===== src/rtl/riscv_pkg.sv =====
// Shared RV32I definitions for the branch resolution logic: funct3 and
// opcode encodings, the resolve FSM state type, and the taken decode.
package riscv_pkg;

    localparam logic [6:0] OP_BRANCH = 7'b1100011;

    localparam logic [2:0] F3_BEQ  = 3'b000;
    localparam logic [2:0] F3_BNE  = 3'b001;
    localparam logic [2:0] F3_BLT  = 3'b100;
    localparam logic [2:0] F3_BGE  = 3'b101;
    localparam logic [2:0] F3_BLTU = 3'b110;
    localparam logic [2:0] F3_BGEU = 3'b111;

    typedef enum logic {
        IDLE  = 1'b0,
        FLUSH = 1'b1
    } br_state_e;

    // Reserved branch encodings 010/011 never redirect.
    function automatic logic funct3_illegal(input logic [2:0] f3);
        return (f3 == 3'b010) || (f3 == 3'b011);
    endfunction

    // Branch condition from the comparator flags; reserved encodings fall out as not taken.
    function automatic logic branch_taken(input logic [2:0] f3,
                                          input logic       eq,
                                          input logic       lt_s,
                                          input logic       lt_u);
        logic taken;
        taken = 1'b0;
        case (f3)
            F3_BEQ:  taken = eq;
            F3_BNE:  taken = ~eq;
            F3_BLT:  taken = lt_s;
            F3_BGE:  taken = ~lt_s;
            F3_BLTU: taken = lt_u;
            F3_BGEU: taken = ~lt_u;
            default: taken = 1'b0;
        endcase
        return taken;
    endfunction

endpackage


===== src/rtl/branch_cmp_core.sv =====
// Purely combinational operand comparator for branch resolution.
// eq and the lt flags are mutually exclusive by construction.
module branch_cmp_core #(
    parameter int XLEN = 32
) (
    input  logic [XLEN-1:0] rs1,
    input  logic [XLEN-1:0] rs2,
    output logic            eq,
    output logic            lt_s,
    output logic            lt_u
);

    assign eq   = (rs1 == rs2);
    assign lt_s = ($signed(rs1) < $signed(rs2));
    assign lt_u = (rs1 < rs2);

endmodule


===== src/rtl/branch_resolve_ctrl.sv =====
// Execute-stage branch resolution controller: static not-taken policy,
// one-cycle redirect pulse on a taken branch, multi-cycle IF/ID + ID/EX
// flush that freezes under stall, and saturating branch statistics.
module branch_resolve_ctrl
    import riscv_pkg::*;
#(
    parameter int XLEN         = 32,
    parameter int FLUSH_CYCLES = 2,
    parameter int CNT_W        = 16
) (
    input  logic             clk,
    input  logic             rst_n,
    input  logic             ex_valid,
    input  logic             ex_is_branch,
    input  logic [2:0]       ex_funct3,
    input  logic [XLEN-1:0]  ex_rs1_val,
    input  logic [XLEN-1:0]  ex_rs2_val,
    input  logic [XLEN-1:0]  ex_target,
    input  logic             stall_i,
    output logic             redirect_valid,
    output logic [XLEN-1:0]  redirect_pc,
    output logic             flush_if_id,
    output logic             flush_id_ex,
    output logic             busy,
    output logic             br_illegal,
    output logic [CNT_W-1:0] cnt_branches,
    output logic [CNT_W-1:0] cnt_taken
);

    localparam int              FC_W    = $clog2(FLUSH_CYCLES + 1);
    localparam logic [FC_W-1:0] FC_LOAD = FC_W'(FLUSH_CYCLES);
    localparam logic [FC_W-1:0] FC_ONE  = FC_W'(1);

    br_state_e        state_q, state_d;
    logic [FC_W-1:0]  fcnt_q, fcnt_d;
    logic             redirect_valid_q, redirect_valid_d;
    logic [XLEN-1:0]  redirect_pc_q, redirect_pc_d;
    logic             br_illegal_q, br_illegal_d;
    logic [CNT_W-1:0] cnt_branches_q, cnt_branches_d;
    logic [CNT_W-1:0] cnt_taken_q, cnt_taken_d;

    logic eq, lt_s, lt_u;
    logic accept, illegal, taken;

    branch_cmp_core #(.XLEN(XLEN)) u_cmp (
        .rs1  (ex_rs1_val),
        .rs2  (ex_rs2_val),
        .eq   (eq),
        .lt_s (lt_s),
        .lt_u (lt_u)
    );

    // Branches are only evaluated in IDLE; anything seen during FLUSH is wrong-path.
    assign accept  = ex_valid & ex_is_branch & ~stall_i & (state_q == IDLE);
    assign illegal = funct3_illegal(ex_funct3);
    assign taken   = branch_taken(ex_funct3, eq, lt_s, lt_u);

    // Next-state logic: start the flush on a taken branch, count it down while not stalled.
    always_comb begin
        // NOTE: every variable gets a default first so no path leaves it unassigned and infers a latch.
        state_d          = state_q;
        fcnt_d           = fcnt_q;
        redirect_valid_d = 1'b0;
        redirect_pc_d    = redirect_pc_q;
        case (state_q)
            IDLE: begin
                if (accept && taken) begin
                    state_d          = FLUSH;
                    fcnt_d           = FC_LOAD;
                    redirect_valid_d = 1'b1;
                    redirect_pc_d    = ex_target;
                end
            end
            FLUSH: begin
                if (!stall_i) begin
                    if (fcnt_q == FC_ONE) begin
                        state_d = IDLE;
                        fcnt_d  = '0;
                    end else begin
                        fcnt_d = fcnt_q - FC_ONE;
                    end
                end
            end
            default: begin
                state_d = IDLE;
                fcnt_d  = '0;
            end
        endcase
    end

    // Illegal-encoding pulse and saturating statistics counters.
    always_comb begin
        br_illegal_d   = accept & illegal;
        cnt_branches_d = cnt_branches_q;
        cnt_taken_d    = cnt_taken_q;
        if (accept && (cnt_branches_q != '1)) begin
            cnt_branches_d = cnt_branches_q + CNT_W'(1);
        end
        if (accept && taken && (cnt_taken_q != '1)) begin
            cnt_taken_d = cnt_taken_q + CNT_W'(1);
        end
    end

    // State registers; reset aborts any flush in progress.
    always_ff @(posedge clk or negedge rst_n) begin
        if (!rst_n) begin
            state_q          <= IDLE;
            fcnt_q           <= '0;
            redirect_valid_q <= 1'b0;
            redirect_pc_q    <= '0;
            br_illegal_q     <= 1'b0;
            cnt_branches_q   <= '0;
            cnt_taken_q      <= '0;
        end else begin
            // NOTE: non-blocking assignments so every flop samples the pre-edge values.
            state_q          <= state_d;
            fcnt_q           <= fcnt_d;
            redirect_valid_q <= redirect_valid_d;
            redirect_pc_q    <= redirect_pc_d;
            br_illegal_q     <= br_illegal_d;
            cnt_branches_q   <= cnt_branches_d;
            cnt_taken_q      <= cnt_taken_d;
        end
    end

    assign redirect_valid = redirect_valid_q;
    assign redirect_pc    = redirect_pc_q;
    assign flush_if_id    = (state_q == FLUSH);
    assign flush_id_ex    = (state_q == FLUSH);
    assign busy           = (state_q == FLUSH);
    assign br_illegal     = br_illegal_q;
    assign cnt_branches   = cnt_branches_q;
    assign cnt_taken      = cnt_taken_q;

endmodule


===== config.mk =====
export PLATFORM = sky130hd
export DESIGN_NAME = branch_resolve_ctrl
export DESIGN_NICKNAME = d
export VERILOG_FILES = /design/src/rtl/riscv_pkg.sv /design/src/rtl/branch_cmp_core.sv /design/src/rtl/branch_resolve_ctrl.sv
export SDC_FILE = /design/constraint.sdc
export NUM_CORES = 1
export LEC_CHECK = 0
export CAP_MARGIN = 20
export CORE_UTILIZATION = 50
export CTS_CLUSTER_SIZE = 30
export DETAILED_ROUTE_END_ITERATION = 16
export DONT_BUFFER_PORTS = 1
export PLACE_DENSITY = 0.67
export SLEW_MARGIN = 0
export SYNTH_ARGS = -nofsm -noshare
export SYNTH_HDL_FRONTEND = slang
export SYNTH_HIERARCHICAL = 1
export SYNTH_SLANG_ARGS = --single-unit

===== constraint.sdc =====
create_clock -name clk -period 1.55 [get_ports clk]
set_input_delay 0.465 -clock clk [delete_from_list [all_inputs] [get_ports clk]]
set_output_delay 0.465 -clock clk [all_outputs]
set_load 0.01 [all_outputs]

**Word level (Yosys, flattened, before mapping)**

Cells that the tools add are included.

- Bits in registers: 69
- Input bits: 104

- Reductions and logical operators: 7
- Bitwise logic cells: 9
- Multiplexer cells: 10
- $add $sub $neg: 3
- Order comparisons: 2
- Equal/unequal tests: 13

Operator list:

| cell | count |
|---|---|
| $lt A32 B32 Y1 | 2 |
| $add A16 B1 Y16 const B | 2 |
| $eq A32 B32 Y1 | 1 |
| $ne A16 B16 Y1 const B | 2 |
| $eq A3 B3 Y1 const B | 4 |
| $eq A3 B2 Y1 const B | 2 |
| $mux W2 | 3 |
| $pmux W1 S6 | 1 |
| $not A1 Y1 | 5 |
| $and A1 B1 Y1 | 4 |
| $mux W1 | 4 |
| $pmux W2 S2 | 1 |
| $reduce_and A2 Y1 | 2 |
| $eq A3 B1 Y1 const B | 1 |
| $logic_and A1 B1 Y1 | 3 |
| $logic_not A3 Y1 | 1 |
| $eq A2 B1 Y1 const B | 1 |
| $ne A2 B1 Y1 const B | 1 |
| $ne A2 B2 Y1 const B | 1 |
| $pmux W1 S2 | 1 |
| $sub A2 B1 Y2 const B | 1 |
| $logic_or A1 B1 Y1 | 1 |

**Logic depth before layout (Yosys ltp)**

Gate-level depths: netlist of run 1.

- Depth in word-level cells: 6
- Depth in mapped cells: 14
- Gate-level depth less buffers: 12

**Cells and area by module**

Netlist of run 1, hierarchy kept.

Modules (own cells, without submodules):

| module | cells an instance | times used | area each (µm²) |
|---|---|---|---|
| branch_resolve_ctrl | 231 | 1 | 2987.9 |
| branch_cmp_core | 115 | 1 | 822.0 |

**Worst setup path after synthesis of run 1**

Ideal clock, no wire load.

- Path kind: input to register
- Start point: input port ex_rs2_val[25]
- End point: register cnt_taken_q[3] (netlist: cnt_taken[3])
- Stages on the path: 14
- Arrival: 3.062 ns
- Setup time: 0.079 ns
- Path buffers: 2
- Required time: 1.471 ns
- Setup slack: -1.591 ns
- Cell sequence: inv_1 ha_1 a21o_1 a221o_1 a221o_1 and2_4 nor4_2 mux2i_1 o32a_1 a21o_1 buf_6 buf_6 nor4b_2 xor2_1

- Longest elaborated chain between the ends: 5
- Elaborated cells on any way between the ends: 9
- Those cells by class: 2 x order compare; 1 x eq/ne; 1 x mux; 3 x bitwise; 2 x reduce/logical

Ends and longest elaborated chain:

| item | RTL line | text |
|---|---|---|
| start, declared | branch_resolve_ctrl.sv:17 | `input logic [XLEN-1:0] ex_rs2_val,` |
| $lt A32 B32 Y1 * | branch_cmp_core.sv:14 | `assign lt_s = ($signed(rs1) < $signed(rs2));` |
| named net lt_s | branch_resolve_ctrl.sv:42 | `logic eq, lt_s, lt_u;` |
| $not A1 Y1 | riscv_pkg.sv:35 | `F3_BGE: taken = ~lt_s;` |
| $pmux W1 S6 * | riscv_pkg.sv:31 | `case (f3)` |
| $logic_and A1 B1 Y1 * (2 in a row) | branch_resolve_ctrl.sv:99 | `if (accept && taken && (cnt_taken_q != '1)) begin` |
| end signal, assigned | branch_resolve_ctrl.sv:122 | `cnt_taken_q <= cnt_taken_d;` |
| end, declared | branch_resolve_ctrl.sv:40 | `logic [CNT_W-1:0] cnt_taken_q, cnt_taken_d;` |

Mark *: on every way through the listed nets, which the timed path passes. The rest lies on a longest branch.
A chain may end at the register's enable or synchronous reset.

**Worst setup path in the final report of run 1**

- Start point: input port ex_rs2_val[14]
- End point: register redirect_pc_q[14] (netlist: redirect_pc[14])

- Longest elaborated chain between the ends: 5
- Elaborated cells on any way between the ends: 9
- Those cells by class: 2 x order compare; 1 x eq/ne; 1 x mux; 3 x bitwise; 2 x reduce/logical

Ends and longest elaborated chain:

| item | RTL line | text |
|---|---|---|
| $lt A32 B32 Y1 * | branch_cmp_core.sv:14 |  |
| named net lt_s | branch_resolve_ctrl.sv:42 |  |
| $not A1 Y1 | riscv_pkg.sv:35 |  |
| $pmux W1 S6 * | riscv_pkg.sv:31 |  |
| $logic_and A1 B1 Y1 * | branch_resolve_ctrl.sv:67 | `if (accept && taken) begin` |
| $reduce_and A2 Y1 (no source line) * | -- |  |
| end signal, assigned | branch_resolve_ctrl.sv:119 | `redirect_pc_q <= redirect_pc_d;` |
| end, declared | branch_resolve_ctrl.sv:37 | `logic [XLEN-1:0] redirect_pc_q, redirect_pc_d;` |

Marked as above.

==> metrics.md, run 1 <==
| Metric | Value |
|---|---|
| Status | finished with violations |
| Violated checks | negative hold slack, negative setup slack |
| Slew @ Worst Pin | 0.890 ns |
| Yosys cell types | 38 |
| Synth warnings | 6 |
| Number of antenna violations at the first check in global routing | 0 |
| Die span in y | 89.3 µm |
| Met3 wire length | 665 µm |
| F_max | 361 MHz |
| Drt via density | 5.52 |
| Worst path required time | 1.77 ns |
| First-pass GRT wire length | 13.3 mm |
| CTS Buf Count | 9 |
| Mean area per synthesized cell | 11.0 µm² |
| Die width | 89.3 µm |
| Final non-filler cell total | 528 |
| DRT antenna net count | 0 |
| Gp weighted congestion | 0.830 |
| Synth top area share | 45.3% |
| Initial DRC count | 75 |
| Hold Slack | -0.191 ns |
| Post-synth EDFFs | 0 |
| Largest fanout on the critical path | 8 |
| Worst setup EP type | flop |
| Sequential cell area | 1730 µm² |
| Synthesized net count | 485 |
| Clock Sinks | 69 |
| Leak | 2.59 nW |
| WP buf/inv | 3 |
| DR top layer | met4 |
| Post-synthesis sequential area ratio | 45.3% |
| Clock Latency Late Sink | 0.34 ns |
| Layout cells sized above 1 | 44.3% |
| Max cap viols | 0 |
| Min cycle time layout | 2.77 ns |
| Power share of the sequential group | 46.9% |
| FILL cells | 527 |
| Fin. max-slew vios | 0 |
| Vias in the first global route | 2974 |
| Residual DRC | 0 |
| DP HPWL | 6.44 mm |
| Mapped cell area | 3810 µm² |
| Reg2reg path depth | 5 |
| GRT Residual Overflow | 0 |
| Setup ws final | -1.22 ns |
| Critical path arrival | 2.99 ns |
| Via count | 2912 |
| Setup Skew | 0.0100 ns |
| Post-synth top cells | dfrtp_1, inv_1, ha_1, mux2_2, nand2_1 |
| CP Class | primary input to flop |
| Area of the multi-input gates | 2360 µm² |
| Cells after synthesis | 346 |
| DRT Pass-1 Iters | 4 |
| Die Footprint | 7970 µm² |
| Ports | 173 |
| RSZ-0062 raised after global routing | true |
| Antenna diode count | 0 |
| Final Cell Area | 5300 µm² |
| Port Buf Inserts | 0 |
| Pwr dens | 1180 nW/µm² |
| Pint | 4.32 mW |
| Worst Hold Class | primary input to asynchronous set/reset pin |
| Htree depth | 3 |
| Clk root buf | clkbuf_8 |
| Pin count of the biggest net entering global routing | 70 |
| Final Setup Violations | 53 |
| WL met2 | 4.81 mm |
| Post-layout nets | 563 |
| WL/cell | 17.2 µm |
| CTS Buffer Depth | 2 |
| Prevailing post-synth register cell | dfrtp_1 |
| Std-Cell Core Area | 7290 µm² |
| CP Cell Sequence | inv_8 > ha_4 > a21oi_2 > nand2_1 > a221o_1 > o31a_1 > nor4_2 > mux2i_1 > o32a_1 > a21o_4 > buf_4 > buf_12 > mux2_4 |
| Clk slew on worst S/H paths | 0.08 ns |
| Asr flop ratio synth | 100% |
| Startpoint type of the worst setup path | primary input |
| Logic pwr share | 24.5% |
| Largest cells by area after synthesis | dfrtp_1, ha_1, mux2_2, xor2_1, inv_1 |
| Most common cell in the netlist | dfrtp_1 |
| Final Cycle Share | 179% |
| Critical Path Stages | 13 |
| Hold Vio Cnt, Final | 69 |
| Layout area overhead | 39.2% |
| Largest stage delay, worst path | 0.35 ns |
| TritonCTS clock tree | done |
| VDD IR-drop max | 1.11 mV |
| Floorplan row count | 31 |
| Switching share of total power | 31.2% |
| Synth Register Bits | 69 |
| Psw | 1.96 mW |
| Wl on met1 | 3.36 mm |
| Cell Area, Placed | 4510 µm² |
| Cell family with most CP delay | compound AO/OA/AOI/OAI gates |
| Largest area contributor in the netlist | dfrtp_1 |
| Total routed wirelength | 9.07 mm |
| Slowest stage cell, crit path | a221o_1 |
| Clk pwr share | 28.6% |
| Max-slew headroom | 40.6% |
| GRT Total Usage | 22.2% |
| Initial Utilization | 52.2% |
| Placed insts | 497 |
layout by cell type, fill, tap and decap left out, types with 7 or more instances in the layout:
| cell | Yosys | final |
|---|---|---|
| mux2_2 | 34 | 24 |
| ha_4 | 0 | 13 |
| xor2_1 | 17 | 17 |
| inv_1 | 38 | 27 |
| dfrtp_1 | 69 | 68 |
| nand4_1 | 12 | 12 |
| ha_1 | 35 | 21 |
| buf_6 | 2 | 7 |
| mux2_4 | 0 | 10 |
| nand3_1 | 16 | 14 |
| buf_4 | 2 | 62 |
| nand2_1 | 22 | 19 |
| clkbuf_8 | 0 | 9 |
| nor2_1 | 13 | 11 |
| a21oi_1 | 11 | 8 |
| xnor2_1 | 11 | 10 |
cells by family (layout without fill, tap and decap cells):
family	count (synthesis)	in the layout	share of synthesized area [%]
and+or+nand+nor	100	100	15.2
DFF	69	69	45.3
buffers and inverters	46	129	5.25
muxes	38	38	11.1
adders and majority gates	35	35	11.5
AOI/OAI and AO/OA	30	30	5.16
xor gates and xnor gates	28	28	6.44
per-stage QoR:
step                TNS, ns  worst slack [ns]  utilization [%]  power [mW]  hold WS, ns
floorplan            -66.91             -1.35                -        3.79        0.169
global placement     -73.76             -1.51             61.8        4.19        0.171
detailed placement   -81.21             -1.61             61.8        4.30        0.171
CTS                  -57.20             -1.17             69.4        6.20       -0.215
global route         -67.57             -1.39             72.7        6.61       -0.216
finish               -59.80             -1.22             72.7        6.28       -0.191
final timing paths:
check | slack, ns | start | to
worst max-delay path | -1.22 | ex_rs2_val[14] | redirect_pc[14]$_DFFE_PN0P_
worst min-delay path | -0.19 | rst_n | redirect_pc[1]$_DFFE_PN0P_
worst max register to register | -0.51 | cnt_taken[14]$_DFFE_PN0P_ | cnt_taken[1]$_DFFE_PN0P_
worst min register to register | 0.49 | fcnt_q[0]$_DFFE_PN0P_ | fcnt_q[0]$_DFFE_PN0P_
max in group asynchronous | 1.60 | rst_n | cnt_branches[4]$_DFFE_PN0P_
min in group clk | 0.20 | ex_funct3[2] | br_illegal$_DFF_PN0_
registers in the layout (all words and copies together) (netlist names):
signal	count
br_illegal	1
busy	1
cnt_branches	16
cnt_taken	16
fcnt_q	2
redirect_pc	32
redirect_valid	1
final cells by class:
class                   count  area share [%]
multi-input cells         231            44.4
flip-flops and latches     69            32.6
repair buffers             75            12.8
inverters                  38            3.21
clock buffers               9            2.34
well taps                  99            2.34
clock inverters             7            2.29
power by group through the flow:
stage | clock (mW) | sequential [mW] | combinational, mW
after global routing | 1.91 | 3.01 | 1.70
after floorplan | 0 | 2.96 | 0.832
after global placement | 0 | 2.92 | 1.27
after CTS | 1.84 | 2.93 | 1.43
final | 1.80 | 2.95 | 1.54
after detailed placement | 0 | 2.96 | 1.34
routing by layer:
| metal | track usage [%] | vias to the layer above |
|---|---|---|
| li1 | - | 1368 |
| met1 | 24.7 | 1405 |
| met2 | 38.9 | 118 |
| met3 | 6.37 | 21 |
| met4 | 11.4 | 0 |
| met5 | 0 | - |
repair_timing:
item                                   4_1_cts  5_1_grt
gates cloned                                 2        1
pin swaps                                   17       24
buffers inserted                             7        6
gates resized for setup                     38       43
setup endpoints to repair                   60       63
endpoints found under the hold margin       69       69
No activity file was read; power rests on OpenSTA's default activity.
==> run 2, diff against run 1 <==
- PLACE_DENSITY: 0.67 -> 0.74
==> run 2 against run 1 <==
  * Cell area is 1.0% lower
  * Highest routed layer unchanged
  * Total power is 2.7% lower
  * Critical path depth is 1 higher
  * Routed wire length is 2.8% higher
  * Clock-buffer cell count stayed put
  * Largest power group unchanged
  * Fmax is 0.78% higher
  * The flow still finishes with violations (negative hold slack, negative setup slack)
  * Largest cell class unchanged
  * Combinational power hardly changed
  * Worst setup slack better by 0.021 ns
==> metrics.md, run 2 (synthesis gave the netlist of run 1 again) <==
| Metric | Value |
|---|---|
| CTS Buf Count | 9 (unchanged) |
| Critical path arrival | 3.01 ns (+0.02 ns) |
| DRT antenna net count | 0 (unchanged) |
| Max-slew headroom | 38.6% (-2.0 points) |
| Area of the multi-input gates | 2350 µm² (-0.37%) |
| FILL cells | 481 (-8.7%) |
| Ports | 173 (unchanged) |
| TritonCTS clock tree | done |
| Clk slew on worst S/H paths | 0.08 ns (about the same) |
| Clock Latency Late Sink | 0.35 ns (about the same) |
| Setup TNS | -57.77 ns (+2.03 ns) |
| Leak | 2.54 nW (-1.9%) |
| First-pass GRT wire length | 13.2 mm (-0.78%) |
| Commonest non-fill, non-tap cell in the layout | dfrtp_1 |
| Floorplan row count | 31 (unchanged) |
| Gp weighted congestion | 0.820 (-1.2%) |
| Fin. max-slew vios | 0 (unchanged) |
| Initial DRC count | 110 (+47%) |
| Hold Slack | -0.201 ns (-0.00985 ns) |
| Std-Cell Core Area | 7290 µm² (unchanged) |
| Slew @ Worst Pin | 0.919 ns (+0.0294 ns) |
| Met1 usage | 22.7% (-2.0 points) |
| Hold Vio Cnt, Final | 69 (unchanged) |
| Most frequent cells in the layout | dfrtp_1, buf_4, mux2_2, inv_1, ha_1 |
| Worst path required time | 1.81 ns (+0.04 ns) |
| Initial Utilization | 52.2% (unchanged) |
| Final core occ | 72.0% (-0.76 points) |
| Top Usage Layer GRT | met2 |
| F_max | 364 MHz (+0.78%) |
| Min cycle time layout | 2.75 ns (-0.0215 ns) |
| Startpoint type of the worst setup path | primary input |
| CP Class | primary input to flop |
| Setup Skew | 0.0131 ns (+0.00307 ns) |
| M2 GR Usage | 39.0% (+0.069 points) |
| Layout cells sized above 1 | 44.4% (+0.16 points) |
| Final Setup Violations | 53 (unchanged) |
| CTS Buffer Depth | 2 (unchanged) |
| Final Cycle Share | 177% (-1.4 points) |
| Worst Hold Class | primary input to asynchronous set/reset pin |
| Setup ws final | -1.20 ns (+0.0215 ns) |
| Port Buf Inserts | 0 (unchanged) |
| Largest fanout on the critical path | 6 (-2) |
| VDD IR-drop max | 1.04 mV (-6.5%) |
| Clk root buf | clkbuf_8 |
| Pin count of the biggest net entering global routing | 70 (unchanged) |
| Total routed wirelength | 9.32 mm (+2.8%) |
| Htree depth | 3 (unchanged) |
| Met3 usage | 8.86% (+2.5 points) |
| Number of antenna violations at the first check in global routing | 0 (unchanged) |
| Via count | 2913 (+0.034%) |
| Drt via density | 5.58 (+1.2%) |
| GRT Total Usage | 22.2% (-0.081 points) |
| Sequential cell area | 1730 µm² (unchanged) |
| Worst r2r dst | cnt_taken[1]$_DFFE_PN0P_ |
| Violated checks | negative hold slack, negative setup slack |
| Residual DRC | 0 (unchanged) |
| R2r setup slk | -0.54 ns (-0.03 ns) |
| RSZ-0062 raised after global routing | true |
| Reg2reg start | cnt_taken[5]$_DFFE_PN0P_ |
| Reg2reg path depth | 5 (unchanged) |
| Status | finished with violations |
| Vias in the first global route | 3017 (+1.4%) |
| Clock Sinks | 69 (unchanged) |
| Max cap viols | 0 (unchanged) |
| WL/cell | 17.9 µm (+4.0%) |
| Max reg flops | 32 (unchanged) |
| DRT Pass-1 Iters | 4 (unchanged) |
| Die span in y | 89.3 µm (unchanged) |
| Worst setup EP type | flop |
| GRT Residual Overflow | 0 (unchanged) |
| Die width | 89.3 µm (unchanged) |
| DP HPWL | 6.45 mm (about the same) |
| Die Footprint | 7970 µm² (unchanged) |
| Antenna diode count | 0 (unchanged) |
| Layout area overhead | 37.7% |
| Pwr dens | 1170 nW/µm² (-1.7%) |
| Post-layout nets | 557 (-1.1%) |
[run 2: worst max-delay path, cell delays in order]
cell	delay, ns
inv_8	0.01
ha_4	0.23
a21oi_2	0.12
o21ai_1	0.08
a221o_1	0.32
o31a_1	0.28
nor4_4	0.27
mux2i_1	0.13
o32a_1	0.18
a21o_4	0.24
buf_12	0.15
buf_12	0.13
nor4b_4	0.21
xor2_1	0.18
[run 2: layer usage]
layer	vias up	share of wire, %
li1	1353	-
met1	1410	35
met2	122	55
met3	28	7.2
met4	0	3.0
met5	-	0
[run 2: metrics by stage]
stage | instances | total power, mW | area [µm²] | worst slack (ns)
floorplan | 346 | 3.79 | 3970 | -1.35
global placement | 492 | 4.17 | 4470 | -1.48
detailed placement | 492 | 4.27 | 4470 | -1.55
CTS | 515 | 6.03 | 5030 | -1.14
global route | 522 | 6.44 | 5250 | -1.29
finish | 522 | 6.11 | 5250 | -1.20
[run 2: worst max-delay path by stage]
| stage | start | end | slack [ns] | cells after the start |
|---|---|---|---|---|
| final | ex_rs2_val[7] | cnt_taken[3]$_DFFE_PN0P_ | -1.20 | 14 |
| after global routing | ex_rs2_val[5] | cnt_taken[3]$_DFFE_PN0P_ | -1.29 | 14 |
| after CTS | ex_rs2_val[7] | cnt_taken[9]$_DFFE_PN0P_ | -1.14 | 13 |
| after detailed placement | ex_rs2_val[9] | cnt_taken[9]$_DFFE_PN0P_ | -1.55 | 13 |
| after global placement | ex_rs2_val[9] | cnt_taken[9]$_DFFE_PN0P_ | -1.48 | 13 |
| after floorplan | ex_rs2_val[26] | cnt_taken[9]$_DFFE_PN0P_ | -1.35 | 14 |
[run 2: power breakdown]
| group | internal [mW] | switching, mW |
|---|---|---|
| clock | 0.914 | 0.708 |
| sequential | 2.35 | 0.591 |
| combinational | 0.893 | 0.657 |
| total | 4.16 | 1.96 |
[run 2: repair_timing]
| item | in CTS | in global routing |
|---|---|---|
| resized for setup | 42 | 32 |
| buffers inserted | 5 | 9 |
| cloned | 2 | 0 |
| setup endpoints to repair | 64 | 62 |
| hold endpoints to repair | 69 | 69 |
| pin swaps | 21 | 27 |
[run 2: layout make-up]
type	count	share of cell area, %
Tap cell	99	2.36
Inverter	38	3.34
Multi-Input combinational cell	231	44.7
Clock buffer	9	2.36
Clock inverter	7	1.84
Sequential cell	69	32.9
Timing Repair Buffer	69	12.4
==> run 3, diff against run 2 <==
- SETUP_SLACK_MARGIN: unset -> 0.15
==> run 3 against run 2 <==
  * The run still ends with negative hold slack, negative setup slack left
  * Sequential share of layout area is 0.093 points lower
  * Critical path depth shrank 1
  * Critical endpoint is now redirect_pc[19]$_DFFE_PN0P_
  * Flip-flop and latch count is the same
  * Die area unchanged
  * Combinational power fell by 3%
  * Via count decreased by 0.45%
  * Non-clock buffer count shrank 1
  * Clock-buffer cell count is the same
  * Highest routed layer unchanged
  * First-iteration DRC count shrank 3.6%
==> metrics.md, run 3 (synthesis gave the netlist of run 1 again) <==
| Metric | Value |
|---|---|
| Min cycle time layout | 2.73 ns (-0.0221 ns) |
| Violated checks | negative hold slack, negative setup slack |
| Sequential cell area | 1730 µm² (+0.29%) |
| Port Buf Inserts | 0 (unchanged) |
| Hold Vio Cnt, Final | 69 (unchanged) |
| Most frequent cells in the layout | dfrtp_1, buf_4, mux2_2, inv_1, ha_1 |
| Slew @ Worst Pin | 0.678 ns (-0.241 ns) |
| Via count | 2900 (-0.45%) |
| Commonest non-fill, non-tap cell in the layout | dfrtp_1 |
| Critical path arrival | 2.96 ns (-0.05 ns) |
| Htree depth | 3 (unchanged) |
| Cell Area, Placed | 4570 µm² (+2.2%) |
| Startpoint type of the worst setup path | primary input |
| Worst slack, placed | -1.58 ns (-0.0294 ns) |
| CP Class | primary input to flop |
| TritonCTS clock tree | done |
| Clk root buf | clkbuf_8 |
| Setup ws final | -1.18 ns (+0.0221 ns) |
| Vias in the first global route | 2890 (-4.2%) |
| GRT Total Usage | 22.5% (+0.30 points) |
| R2r setup slk | -0.20 ns (+0.34 ns) |
| Post-layout nets | 556 (-0.18%) |
| Setup Skew | 0.00511 ns (-0.00801 ns) |
| Number of antenna violations at the first check in global routing | 0 (unchanged) |
| Worst r2r dst | cnt_taken[15]$_DFFE_PN0P_ |
| DRT Pass-1 Iters | 4 (unchanged) |
| Area of the multi-input gates | 2400 µm² (+2.2%) |
| DP HPWL | 6.69 mm (+3.8%) |
| Placed insts | 495 (+0.61%) |
| Final Setup Violations | 54 (+1.9%) |
| Worst setup EP type | flop |
| CTS Buf Count | 9 (unchanged) |
| Worst Hold Class | primary input to asynchronous set/reset pin |
| Layout cells sized above 1 | 46.2% (+1.8 points) |
| Fin. max-slew vios | 0 (unchanged) |
| Max reg flops | 32 (unchanged) |
| Floorplan row count | 31 (unchanged) |
| Gp weighted congestion | 0.767 (-6.4%) |
| Initial Utilization | 52.2% (unchanged) |
| GRT Residual Overflow | 0 (unchanged) |
| Ports | 173 (unchanged) |
| Final Cycle Share | 176% (-1.4 points) |
| Max-slew headroom | 54.6% (+16 points) |
| Reg2reg start | cnt_taken[15]$_DFFE_PN0P_ |
| Max cap viols | 0 (unchanged) |
| Total routed wirelength | 9.60 mm (+3.0%) |
| F_max | 366 MHz (+0.81%) |
| Drt via density | 5.57 (-0.26%) |
| Pwr dens | 1130 nW/µm² (-2.8%) |
| Initial DRC count | 106 (-3.6%) |
| Leak | 2.52 nW (-0.78%) |
| Std-Cell Core Area | 7290 µm² (unchanged) |
| Die Footprint | 7970 µm² (unchanged) |
| Residual DRC | 0 (unchanged) |
| FILL cells | 504 (+4.8%) |
| Layout area overhead | 38.5% |
| RSZ-0062 raised after global routing | true |
| Largest fanout on the critical path | 7 (+1) |
| Final non-filler cell total | 521 (-0.19%) |
| Final Cell Area | 5280 µm² (+0.57%) |
| Clock Sinks | 69 (unchanged) |
| First-pass GRT wire length | 13.2 mm (+0.36%) |
| Antenna diode count | 0 (unchanged) |
| Clock Latency Late Sink | 0.34 ns (about the same) |
| Status | finished with violations |
| Hold Slack | -0.191 ns (+0.00920 ns) |
| Pin count of the biggest net entering global routing | 70 (unchanged) |
| Reg2reg path depth | 5 (unchanged) |
| DRT antenna net count | 0 (unchanged) |
| VDD IR-drop max | 0.963 mV (-7.2%) |
| Die width | 89.3 µm (unchanged) |
| Worst path required time | 1.78 ns (-0.03 ns) |
| CTS Buffer Depth | 2 (unchanged) |
| WL/cell | 18.4 µm (+3.2%) |
| Clk slew on worst S/H paths | 0.08 ns (about the same) |
| Die span in y | 89.3 µm (unchanged) |
-- run 3: cell types whose count changed in the layout (fill, tap and decap cells not counted), moves of 4 or more --
cell     change
buf_4       -12
dfrtp_2      +4
dfrtp_1      -4
buf_6       +13
-- run 3: routing by layer --
metal,track usage (%),up-vias,part of all wire (%)
li1,-,1352,-
met1,23.3,1393,37
met2,42.3,134,54
met3,5.26,21,7.0
met4,11.0,0,2.1
met5,0,-,0
-- run 3: area by class of cell --
type	instances	area share, %
clock buffer	9	2.35
inverter	38	3.13
tap	99	2.35
clock inverter	7	1.40
timing repair buffer	68	12.5
sequential	69	32.8
multi-input combinational	231	45.4
-- run 3: what timing repair did --
action                                  CTS  global route
gates resized for setup                  44            39
buffers inserted                          6             2
pin swaps                                26            26
cloned                                    0             2
endpoints found under the setup margin   68            70
endpoints found under the hold margin    69            69
-- run 3: power by group --
group          leakage (nW)  total (mW)  switching, mW  internal (mW)
Combinational          1.54        1.51          0.637          0.873
Clock                 0.100        1.47          0.720          0.751
Sequential            0.872        3.00          0.639           2.36
-- run 3: critical path, cell delays in order --
cell       delay, ns
inv_2           0.04
ha_4            0.19
a21oi_1         0.14
o21ai_1         0.08
a221o_1         0.32
o31a_1          0.30
nor4_2          0.27
mux2i_1         0.13
o32a_1          0.18
a21o_4          0.25
buf_12          0.15
clkbuf_16       0.15
mux2_2          0.28
-- run 3: stage by stage --
stage          TNS, ns  util, %  total power, mW  hold WS [ns]
6_report        -57.37     72.4             5.98        -0.191
2_1_floorplan   -66.77        -             3.82         0.169
4_1_cts         -56.20     69.1             5.90        -0.207
5_1_grt         -61.89     72.4             6.27        -0.210
3_3_place_gp    -74.70     62.7             4.18         0.171
3_5_place_dp    -78.67     62.7             4.29         0.170
-- run 3: how the worst max path moves through the flow --
stage	start	to	slack, ns	cells past startpoint
after floorplan	ex_rs2_val[26]	cnt_taken[9]$_DFFE_PN0P_	-1.35	14
final	ex_rs2_val[7]	redirect_pc[19]$_DFFE_PN0P_	-1.18	13
after global routing	ex_rs2_val[7]	redirect_pc[31]$_DFFE_PN0P_	-1.25	13
after global placement	ex_rs2_val[14]	redirect_pc[0]$_DFFE_PN0P_	-1.48	13
after CTS	ex_rs2_val[26]	redirect_pc[29]$_DFFE_PN0P_	-1.15	13
after detailed placement	ex_rs2_val[14]	redirect_pc[3]$_DFFE_PN0P_	-1.58	13
